## config.mk

```make
export PLATFORM = sky130hd
export DESIGN_NAME = pipe_stage_reg
export DESIGN_NICKNAME = d
export VERILOG_FILES = /design/src/rtl/cpu_pkg.sv /design/src/rtl/sat_dec.sv /design/src/rtl/pipe_stage_reg.sv
export SDC_FILE = /design/constraint.sdc
export NUM_CORES = 1
export LEC_CHECK = 0
export ABC_AREA = 1
export CORE_AREA = 4 4 165 167
export CTS_BUF_LIST = sky130_fd_sc_hd__clkbuf_2
export CTS_CLUSTER_DIAMETER = 150
export DETAILED_ROUTE_END_ITERATION = 8
export DIE_AREA = 0 0 169 171
export GPL_TIMING_DRIVEN = 1
export PLACE_DENSITY = 0.68
export SETUP_SLACK_MARGIN = 0.2
export SYNTH_ARGS = -nofsm -noshare
export SYNTH_HDL_FRONTEND = slang
export SYNTH_HIERARCHICAL = 1
export SYNTH_SLANG_ARGS = --single-unit
```

## constraint.sdc

```tcl
create_clock -name clk -period 10.2 [get_ports clk]
set_clock_uncertainty 0.1 [all_clocks]
set_input_delay 2.04 -clock clk [delete_from_list [all_inputs] [get_ports clk]]
set_output_delay 2.04 -clock clk [all_outputs]
set_load 0.01 [all_outputs]
```

## src/rtl/cpu_pkg.sv

```systemverilog
// Shared constants for the five-stage MIPS core: reset/handler PCs, ExcCodes, field widths.
// Latency: n/a (declarations only).
// Backpressure: n/a.
package cpu_pkg;

    // Default field widths used by the inter-stage registers
    localparam int TNEW_W_DEF = 4;
    localparam int EXC_W_DEF  = 5;

    // Architectural PCs: first fetch after reset, and the CP0 exception entry point
    localparam logic [31:0] RESET_PC_DEF   = 32'h0000_3000;
    localparam logic [31:0] HANDLER_PC_DEF = 32'h0000_4180;

    // CP0 ExcCode values
    localparam logic [4:0] EXC_INT     = 5'd0;
    localparam logic [4:0] EXC_ADEL    = 5'd4;
    localparam logic [4:0] EXC_ADES    = 5'd5;
    localparam logic [4:0] EXC_SYSCALL = 5'd8;
    localparam logic [4:0] EXC_RI      = 5'd10;
    localparam logic [4:0] EXC_OV      = 5'd12;

endpackage

```

## src/rtl/sat_dec.sv

```systemverilog
// Saturating decrement by one: 0 stays 0, anything else drops by one.
// Latency: combinational.
// Backpressure: n/a.
module sat_dec #(
    parameter int W = 4
) (
    input  logic [W-1:0] i_val,
    output logic [W-1:0] o_val
);

    // Clamp at zero so a Tnew countdown never wraps to the maximum value
    assign o_val = (i_val == '0) ? '0 : (i_val - W'(1));

endmodule

```

## src/rtl/pipe_stage_reg.sv

```systemverilog
// Inter-stage pipeline register (F/D, D/E, E/M, M/W) with stall, bubble, redirect and Tnew countdown.
// Latency: one cycle from inputs to outputs on advance; outputs come straight from flops.
// Backpressure: en=0 holds the slot (optionally counting Tnew down); flush bubbles; req redirects.
module pipe_stage_reg
    import cpu_pkg::*;
#(
    parameter int          DATA_W     = 128,
    parameter int          TNEW_W     = TNEW_W_DEF,
    parameter int          EXC_W      = EXC_W_DEF,
    parameter logic [31:0] RESET_PC   = RESET_PC_DEF,
    parameter logic [31:0] HANDLER_PC = HANDLER_PC_DEF,
    parameter bit          TNEW_DEC   = 1'b1,
    parameter bit          HOLD_DEC   = 1'b0
) (
    input  logic              clk,
    input  logic              reset,
    input  logic              req,
    input  logic              flush,
    input  logic              en,
    input  logic [31:0]       in_pc,
    input  logic [31:0]       in_instr,
    input  logic              in_bd,
    input  logic              in_exc_vld,
    input  logic [EXC_W-1:0]  in_exc,
    input  logic              local_exc_vld,
    input  logic [EXC_W-1:0]  local_exc,
    input  logic              in_grf_write,
    input  logic [4:0]        in_a3,
    input  logic [TNEW_W-1:0] in_tnew,
    input  logic [DATA_W-1:0] in_payload,
    output logic              out_valid,
    output logic [31:0]       out_pc,
    output logic [31:0]       out_instr,
    output logic              out_bd,
    output logic              out_exc_vld,
    output logic [EXC_W-1:0]  out_exc,
    output logic              out_grf_write,
    output logic [4:0]        out_a3,
    output logic [TNEW_W-1:0] out_tnew,
    output logic [DATA_W-1:0] out_payload
);

    // Slot state
    logic              r_valid;
    logic [31:0]       r_pc;
    logic [31:0]       r_instr;
    logic              r_bd;
    logic              r_exc_vld;
    logic [EXC_W-1:0]  r_exc;
    logic              r_grf_write;
    logic [4:0]        r_a3;
    logic [TNEW_W-1:0] r_tnew;
    logic [DATA_W-1:0] r_payload;

    // Advance-path derived values
    logic              w_exc_any;
    logic [EXC_W-1:0]  w_exc_code;
    logic              w_grf_write;
    logic [TNEW_W-1:0] w_in_tnew_dec;
    logic [TNEW_W-1:0] w_adv_tnew;

    // Hold-path derived values
    logic [TNEW_W-1:0] w_r_tnew_dec;
    logic [TNEW_W-1:0] w_hold_tnew;

    // The older (upstream) exception takes precedence over one raised in this stage,
    // and any faulting instruction has its register write suppressed.
    assign w_exc_any   = in_exc_vld | local_exc_vld;
    assign w_exc_code  = in_exc_vld ? in_exc : local_exc;
    assign w_grf_write = in_grf_write & ~w_exc_any;

    // Tnew countdown as the instruction moves one stage forward
    sat_dec #(.W(TNEW_W)) u_adv_dec (
        .i_val (in_tnew),
        .o_val (w_in_tnew_dec)
    );
    assign w_adv_tnew = TNEW_DEC ? w_in_tnew_dec : in_tnew;

    // Tnew countdown while a multi-cycle unit keeps the instruction parked here
    sat_dec #(.W(TNEW_W)) u_hold_dec (
        .i_val (r_tnew),
        .o_val (w_r_tnew_dec)
    );
    assign w_hold_tnew = HOLD_DEC ? w_r_tnew_dec : r_tnew;

    // Slot update with priority reset > req > flush > en > hold
    always_ff @(posedge clk or posedge reset) begin
        if (reset) begin
            r_valid     <= 1'b0;
            r_pc        <= RESET_PC;
            r_instr     <= '0;
            r_bd        <= 1'b0;
            r_exc_vld   <= 1'b0;
            r_exc       <= '0;
            r_grf_write <= 1'b0;
            r_a3        <= '0;
            r_tnew      <= '0;
            r_payload   <= '0;
        end else if (req) begin
            // Redirect to the handler; whatever was entering is discarded
            r_valid     <= 1'b0;
            r_pc        <= HANDLER_PC;
            r_instr     <= '0;
            r_bd        <= 1'b0;
            r_exc_vld   <= 1'b0;
            r_exc       <= '0;
            r_grf_write <= 1'b0;
            r_a3        <= '0;
            r_tnew      <= '0;
            r_payload   <= '0;
        end else if (flush) begin
            // Bubble keeps PC and BD so CP0 can still report a correct EPC/BD
            r_valid     <= 1'b0;
            r_pc        <= in_pc;
            r_instr     <= '0;
            r_bd        <= in_bd;
            r_exc_vld   <= 1'b0;
            r_exc       <= '0;
            r_grf_write <= 1'b0;
            r_a3        <= '0;
            r_tnew      <= '0;
            r_payload   <= '0;
        end else if (en) begin
            r_valid     <= 1'b1;
            r_pc        <= in_pc;
            r_instr     <= in_instr;
            r_bd        <= in_bd;
            r_exc_vld   <= w_exc_any;
            r_exc       <= w_exc_code;
            r_grf_write <= w_grf_write;
            r_a3        <= in_a3;
            r_tnew      <= w_adv_tnew;
            r_payload   <= in_payload;
        end else begin
            // Stall: everything held, Tnew optionally counts down
            r_tnew      <= w_hold_tnew;
        end
    end

    assign out_valid     = r_valid;
    assign out_pc        = r_pc;
    assign out_instr     = r_instr;
    assign out_bd        = r_bd;
    assign out_exc_vld   = r_exc_vld;
    assign out_exc       = r_exc;
    assign out_grf_write = r_grf_write;
    assign out_a3        = r_a3;
    assign out_tnew      = r_tnew;
    assign out_payload   = r_payload;

endmodule

```

After elaboration in Yosys (flattened, before gate mapping)
Cells that the tools add are included.

$add $sub $neg: 1. Multiplexer cells: 32. Bitwise logic cells: 3. Reduce and logical (&&, ||, !) cells: 2.

Operator list (count): 2-to-1 mux 128 bit (3); 2-to-1 mux 32 bit (6); 2-to-1 mux 5 bit (7); 2-to-1 mux 4 bit (4); 2-to-1 mux 1 bit (12); logical NOT 4 bit (1); subtractor 4 x 1 -> 4 bit (second input constant) (1); nonzero test 3 bit (1); bitwise AND 1 bit (1); NOT 1 bit (1); bitwise OR 1 bit (1).

Register bits after elaboration: 210. Input port bits: 220. Output and inout bits: 210.

Logic depth before layout (Yosys ltp)
Gate-level depths: netlist (run 1).

Word-level depth: 6. Depth in mapped cells: 9.

By module
Netlist (run 1), hierarchy kept.

By module, submodules not included: pipe_stage_reg (times used 1, cells each 977, area an instance 8285.4 µm², seq. area each 5257.5 µm²); sat_dec (times used 1, cells each 15, area an instance 60.1 µm², seq. area each 0.0 µm²).

Least setup slack after synthesis (run 1)
Ideal clock, no wire load.

Kind: input -> register. From: input req. To: register r_a3[0], in the netlist out_a3[0]. Data arrival time: 2855 ps. Required time: 9983 ps. Setup slack: 7128 ps. Cell stages on the path: 9. Cells stage by stage: buf_2 > inv_2 > nand2_2 > nor2_2 > buf_4 > buf_12 > buf_6 > nand2_1 > nand2_1.

Word-level cells in the longest chain between the ends: 1. Elaborated cells between the ends (all ways): 2.

RTL lines: start, declared (RTL line pipe_stage_reg.sv:17) `input logic req,`; nonzero test 3 bit (no line) / 2-to-1 mux 5 bit (equally long branches); end signal, assigned (RTL line pipe_stage_reg.sv:131) `r_a3 <= in_a3;`; end, declared (RTL line pipe_stage_reg.sv:51) `logic [4:0] r_a3;`.

Several ways; a longest one is shown, not always the timed one. A chain may end at the register's enable or synchronous reset.

Final worst setup path (run 1)
From: input req. To: register r_payload[82], in the netlist out_payload[82].

Word-level cells in the longest chain between the ends: 1. Elaborated cells between the ends (all ways): 2.

RTL lines: nonzero test 3 bit (no line) / 2-to-1 mux 128 bit (equally long branches); end signal, assigned (RTL line pipe_stage_reg.sv:133) `r_payload <= in_payload;`; end, declared (RTL line pipe_stage_reg.sv:53) `logic [DATA_W-1:0] r_payload;`.

Several ways; a longest one is shown, not always the timed one.

==> impl_metrics.csv, run 1 <==
group,metric,value,unit
power,ir_worst_vdd,0.0000972,V
power,pwr-share-seq,52.3,%
global_route,gr-total-overflow,0,
cts,cts-root-buf,"clkbuf_2",
sta,rsz0062_at_grt,"no",
cts,clk_pin_slew,90,ps
sta,setup_tns,0,ps
power,power.density,127,mW/mm^2
detailed_routing,drt_wl_total,27400,um
power,power.switching,0.460,mW
cts,cts_hold_buffers,0,
synthesis,synth.most_common_cell,"nand2_1",
synthesis,synth-warning-count,6,
final_layout,drive_gt1_share,6.04,%
job,maxCapViolations,0,
synthesis,synthCells,992,
synthesis,synth_area_leader_cell,"dfrtp_1",
synthesis,async_flop_share,100,%
cts,cts_inserted_buffers,55,
status,status,"completed",
setup_path,critical_path_class,"input port to flop",
power,p_int,1.22,mW
detailed_routing,vias_per_cell,4.31,
synthesis,ys_seq_elements,210,
cts,clock_path_buffers,3,
synthesis,synthesis.area,0.00835,mm^2
setup_path,rrSetupSlack,9370,ps
sta,worst_slack,5780,ps
die,die_h,171,um
sta,final-setup-viol-count,0,
sta,fmaxAchievable,226,MHz
sta,maxSlewHeadroom,26.7,%
global_route,antenna_found_initial,2,
setup_path,worstSetupEndpointType,"flop",
setup_path,critPathRequiredTime,10750,ps
cts,post_cts_buffers,0,
synthesis,yosysSeqAreaShare,63.0,%
synthesis,avgSynthCellArea,8.41,um^2
sta,finalCriticalPeriod,4420,ps
global_route,grt_pass1_wl,42100,um
power,p_clk_share,32.9,%
setup_path,cp_data_arrival_time,4970,ps
placement,place_ws,5000,ps
power,swShare,27.3,%
synthesis,synth.area.top_cells,"dfrtp_1, nand2_1, inv_1",
global_route,globalRouteTotalUtil,18.1,%
setup_path,cp_max_fo,102,
die,core,0.0258,mm^2
detailed_routing,drc,0,
power,p_leak,6.88,nW
cts,htree_levels,2,
placement,globalplace.congestion,0.809,
sta,finalCritPeriodShare,43.4,%
cts,post_cts_resized,0,
die,dieArea,0.0289,mm^2
placement,dpl-instance-area,0.0128,mm^2
final_layout,layout.nets,1656,
cts,cts.sinks,210,
detailed_routing,ant_nets,0,
sta,worstMarginPinSlew,1100,ps
cts,cts_tree,"yes",
setup_path,cp-start-kind,"input port",
final_layout,area_delta_synth_final,59.2,%
global_route,grt_pass1_vias,7908,
cts,clk_latency,740,ps
die,initial_core_util,32.4,%
placement,port_buffers,429,
synthesis,synth_top_area_share,62.4,%
final_layout,stdcell_area,0.0133,mm^2
sta,slew_violations,0,
die,ios,430,
global_route,grt_max_degree,142,
detailed_routing,drt_first_iter_violations,451,
final_layout,fillCellCount,2479,
sta,hold_viol_final,0,
synthesis,synth_enable_flop_cells,0,
synthesis,syn_nets,1212,
detailed_routing,dr.pass1.iters,4,
synthesis,synth.distinct_cells,17,
synthesis,synth_commonest_cells,"nand2_1, dfrtp_1, inv_1, nor2_1, buf_2",
detailed_routing,via_count,7804,
detailed_routing,routed_wire_length_per_instance,15.1,um
worst_hold_path,hp-class,"flop to flop",
die,chipWidth,169,um
power,p_comb_share,14.8,%
die,rows,59,
synthesis,ys.flop_type,"dfrtp_1",
placement,hpwl,19500,um
worst max-delay path: stages:
cell,delay [ps]
clkdlybuf4s50_1,390
buf_4,240
inv_2,90
nand2_2,90
nor2_4,830
buf_4,930
nand2_1,130
nand2_1,120
cells by family (layout without fill, tap and decap cells):
family                 Yosys count  in the layout  synth area share (%)
flip-flops                     210            210                  63.0
AND/OR/NAND/NOR                686            686                  31.0
other                            0              3                     0
AO/OA/AOI/OAI                    6              6                 0.360
buffers and inverters           90            572                  5.64
final timing paths:
path,start,endpoint,cells past startpoint
setup / recovery,req,out_payload[82],8
hold / removal,out_pc[12],out_pc[12],2
setup reg to reg,out_pc[13],out_pc[13],2
hold reg to reg,out_pc[12],out_pc[12],2
max in group asynchronous,reset,out_payload[16],3
min in group asynchronous,reset,out_payload[20],2
flip-flops by register name, summed over array words and instances, names as in the netlist:
name / cells
out_a3: 5
out_bd: 1
out_exc: 5
out_exc_vld: 1
out_grf_write: 1
out_instr: 32
out_payload: 128
out_pc: 32
out_tnew: 4
out_valid: 1
per-layer routing:
metal / global-route usage [%] / up-vias / part of all wire (%) / wire (um)
met5: 0 / - / 0 / 0
met4: 6.93 / 0 / 3.0 / 819
met3: 7.39 / 54 / 11 / 2940
met2: 29.7 / 352 / 47 / 13000
met1: 21.4 / 3546 / 39 / 10700
li1: - / 3852 / - / -
placed cells by master, fill, tap and decap left out:
| master | netlist | routed |
|---|---|---|
| inv_2 | 1 | 2 |
| nor2_4 | 1 | 2 |
| o21ai_0 | 4 | 4 |
| clkinv_1 | 0 | 20 |
| nor2_1 | 37 | 37 |
| clkbuf_2 | 0 | 71 |
| nand2_1 | 646 | 646 |
| bufinv_16 | 0 | 1 |
| dfrtp_1 | 208 | 208 |
| inv_1 | 40 | 39 |
| dfstp_2 | 2 | 2 |
| a21oi_1 | 2 | 2 |
| clkdlybuf4s50_1 | 0 | 429 |
| inv_8 | 0 | 1 |
| clkinv_2 | 0 | 2 |
| buf_4 | 2 | 7 |
| nand2_2 | 1 | 1 |
| diode_2 | 0 | 3 |
per-stage QoR:
step / util (%) / cells / power [mW] / hold WS [ps]
floorplan: - / 992 / 0.978 / 367
global placement: 49.7 / 1714 / 1.15 / 352
detailed placement: 49.7 / 1714 / 1.15 / 357
CTS: 51.6 / 1809 / 1.72 / 373
global route: 51.6 / 1811 / 1.79 / 388
finish: 51.6 / 1812 / 1.68 / 369
power by group through the flow:
| stage | clock network, mW | logic (mW) | registers, mW |
|---|---|---|---|
| final | 0.553 | 0.249 | 0.880 |
| after global routing | 0.636 | 0.271 | 0.885 |
| after CTS | 0.585 | 0.254 | 0.881 |
| after detailed placement | 0 | 0.253 | 0.896 |
| after global placement | 0 | 0.251 | 0.895 |
| after floorplan | 0 | 0.0676 | 0.910 |
final cells by class:
cell class              count  area, um^2  share of cell area, %
multi-input cells         692        2620                   19.7
clock inverters            24         119                  0.894
inverters                  41         161                   1.21
diodes                      3        7.51                 0.0565
flip-flops and latches    210        5260                   39.6
repair buffers            436        4350                   32.7
clock buffers              71         355                   2.67
well taps                 335         419                   3.15
Power figures use the tool's default switching activity.
==> run 2, diff against run 1 <==
==> constraint.sdc (replaced) <==
create_clock -name clk -period 4.4 [get_ports clk]
set_clock_uncertainty 0.1 [all_clocks]
set_input_delay 0.88 -clock clk [delete_from_list [all_inputs] [get_ports clk]]
set_output_delay 0.88 -clock clk [all_outputs]
set_load 0.01 [all_outputs]
==> run 2 against run 1 <==
Wire length is 1.0% higher. Combinational power is 140% higher. Clock power is 140% higher. Utilization is 0.38 points higher. Sequential share of layout area is 0.29 points lower. Sequential power is 130% higher. Critical endpoint is now out_pc[12]. Register-to-register slack worse by 5800 ps. Setup slack worse by 4200 ps. Worst hold slack hardly changed. Count of clock-buffer cells in the layout is 13 higher. Final cell count is 0.22% higher. Via count is 0.40% higher.
==> impl_metrics.csv, run 2 (synthesis results as in run 1) <==
group,metric,value,unit
die,initial_core_util,32.4,%
setup_path,crit_end,"out_pc[12]",
die,chipWidth,169,um
detailed_routing,drt_first_iter_violations,434,
global_route,antenna_found_initial,2,
sta,hold_viol_final,0,
cts,htree_levels,2,
setup_path,cpPeakStageDelay,560,ps
setup_path,crit-reg2reg-launch,"out_pc[12]",
setup_path,cp-start-kind,"flop",
cts,cts.sinks,210,
setup_path,worst-path-stages,1,
job,maxCapViolations,0,
setup_path,path_delay_family,"buffers and inverters",
sta,final-setup-viol-count,0,
cts,post_cts_resized,0,
setup_path,path_buf_inv,1,
status,status,"completed",
final_layout,layout.nets,1659,
cts,cts_hold_buffers,0,
cts,post_cts_buffers,0,
worst_hold_path,hp-class,"flop to flop",
cts,cts_inserted_buffers,56,
die,rows,59,
setup_path,reg2regPathDepth,2,
power,total_power,3.93,mW
detailed_routing,routed_wire_length_per_instance,15.3,um
setup_path,r2r-end,"out_pc[12]",
die,core,0.0258,mm^2
worst_hold_path,min_path_cells,2,
placement,globalplace.congestion,0.819,
final_layout,largest_reg_flops,128,
sta,finalCritPeriodShare,63.5,%
cts,cts_tree,"yes",
cts,clk_latency,760,ps
setup_path,startpoint,"out_pc[12]",
setup_path,critPathRequiredTime,3420,ps
final_layout,area_delta_synth_final,60.4,%
power,power.density,293,mW/mm^2
placement,port_buffers,429,
detailed_routing,drc,0,
sta,maxSlewHeadroom,32.4,%
placement,hpwl,19800,um
sta,setup_tns,0,ps
global_route,grt_pass1_wl,42700,um
setup_path,cpMaxStageDelayCell,"clkdlybuf4s50_1",
setup_path,critical_path_class,"flop to primary output",
detailed_routing,vias_per_cell,4.31,
detailed_routing,via_count,7835,
final_layout,drive_gt1_share,6.96,%
final_layout,final_common_cell,"nand2_1",
die,ios,430,
global_route,grt_max_degree,118,
setup_path,rrSetupSlack,3580,ps
sta,worst_slack,1610,ps
global_route,grt_pass1_vias,7983,
setup_path,cp_max_fo,2,
sta,finalCriticalPeriod,2790,ps
setup_path,cp_data_arrival_time,1810,ps
power,p_leak,6.94,nW
cts,clock_path_buffers,3,
power,ir_worst_vdd,0.000163,V
placement,place_ws,1370,ps
global_route,gr-total-overflow,0,
detailed_routing,dr.pass1.iters,4,
die,dieArea,0.0289,mm^2
final_layout,final_cell_mix,"nand2_1, clkdlybuf4s50_1, dfrtp_1",
sta,rsz0062_at_grt,"no",
sta,worstMarginPinSlew,1010,ps
setup_path,path_cells,"clkdlybuf4s50_1",
sta,holdWs,369,ps
sta,fmaxAchievable,358,MHz
sta,slew_violations,0,
cts,cts-root-buf,"clkbuf_2",
global_route,globalRouteTotalUtil,18.4,%
cts,clk_pin_slew,90,ps
setup_path,worstSetupEndpointType,"primary output",
die,die_h,171,um
detailed_routing,drt_wl_total,27700,um
detailed_routing,ant_nets,0,
run 2: cell types whose count changed in the layout (fill, tap and decap cells not counted):
cell and change:
inv_8 -1, clkinv_2 +1, clkinv_1 -9, clkinvlp_4 +1, diode_2 -1, buf_12 +7, buf_4 -5, bufinv_16 -1
inv_2 -1, clkbuf_2 +13
run 2: worst min-delay path by stage:
stage,from,endpoint,slack (ps)
2_1_floorplan,out_pc[12],out_pc[12],370
3_3_place_gp,out_pc[13],out_pc[13],350
3_5_place_dp,out_exc[3],out_exc[3],360
4_1_cts,out_pc[13],out_pc[13],370
5_1_grt,out_payload[99],out_payload[99],390
6_report,out_pc[13],out_pc[13],370
run 2: final cells by class:
type	instances	area (um^2)
inverters	41	158
multi-input cells	692	2620
well taps	335	419
diodes	2	5.00
clock buffers	84	420
clock inverters	14	56.3
repair buffers	438	4450
flip-flops and latches	210	5260
fillers	2432	12400
run 2: routing by layer:
| metal | vias up | part of all wire, % | global-route usage [%] |
|---|---|---|---|
| li1 | 3858 | - | - |
| met1 | 3559 | 38 | 21.2 |
| met2 | 352 | 48 | 31.2 |
| met3 | 66 | 11 | 7.32 |
| met4 | 0 | 3.1 | 7.11 |
| met5 | - | 0 | 0 |
run 2: metrics by stage:
stage / instance area, um^2 / utilization [%] / instances
final: 13400 / 52.0 / 1816
after global routing: 13400 / 52.0 / 1816
after CTS: 13400 / 51.9 / 1814
after detailed placement: 12900 / 50.1 / 1716
after global placement: 12900 / 50.1 / 1716
after floorplan: 8350 / - / 992
run 2: worst register-to-register path, cell delays in order, from the launching register on:
cell	delay, ps
dfstp_2	540
nand2_1	50
nand2_1	80
run 2: report_power, final:
| part | leakage, nW | switching (mW) | total, mW | internal, mW |
|---|---|---|---|---|
| Combinational | 3.72 | 0.249 | 0.587 | 0.338 |
| Sequential | 2.84 | 0.0396 | 2.04 | 2.00 |
| Clock | 0.378 | 0.795 | 1.30 | 0.504 |
| Total | 6.94 | 1.08 | 3.93 | 2.84 |
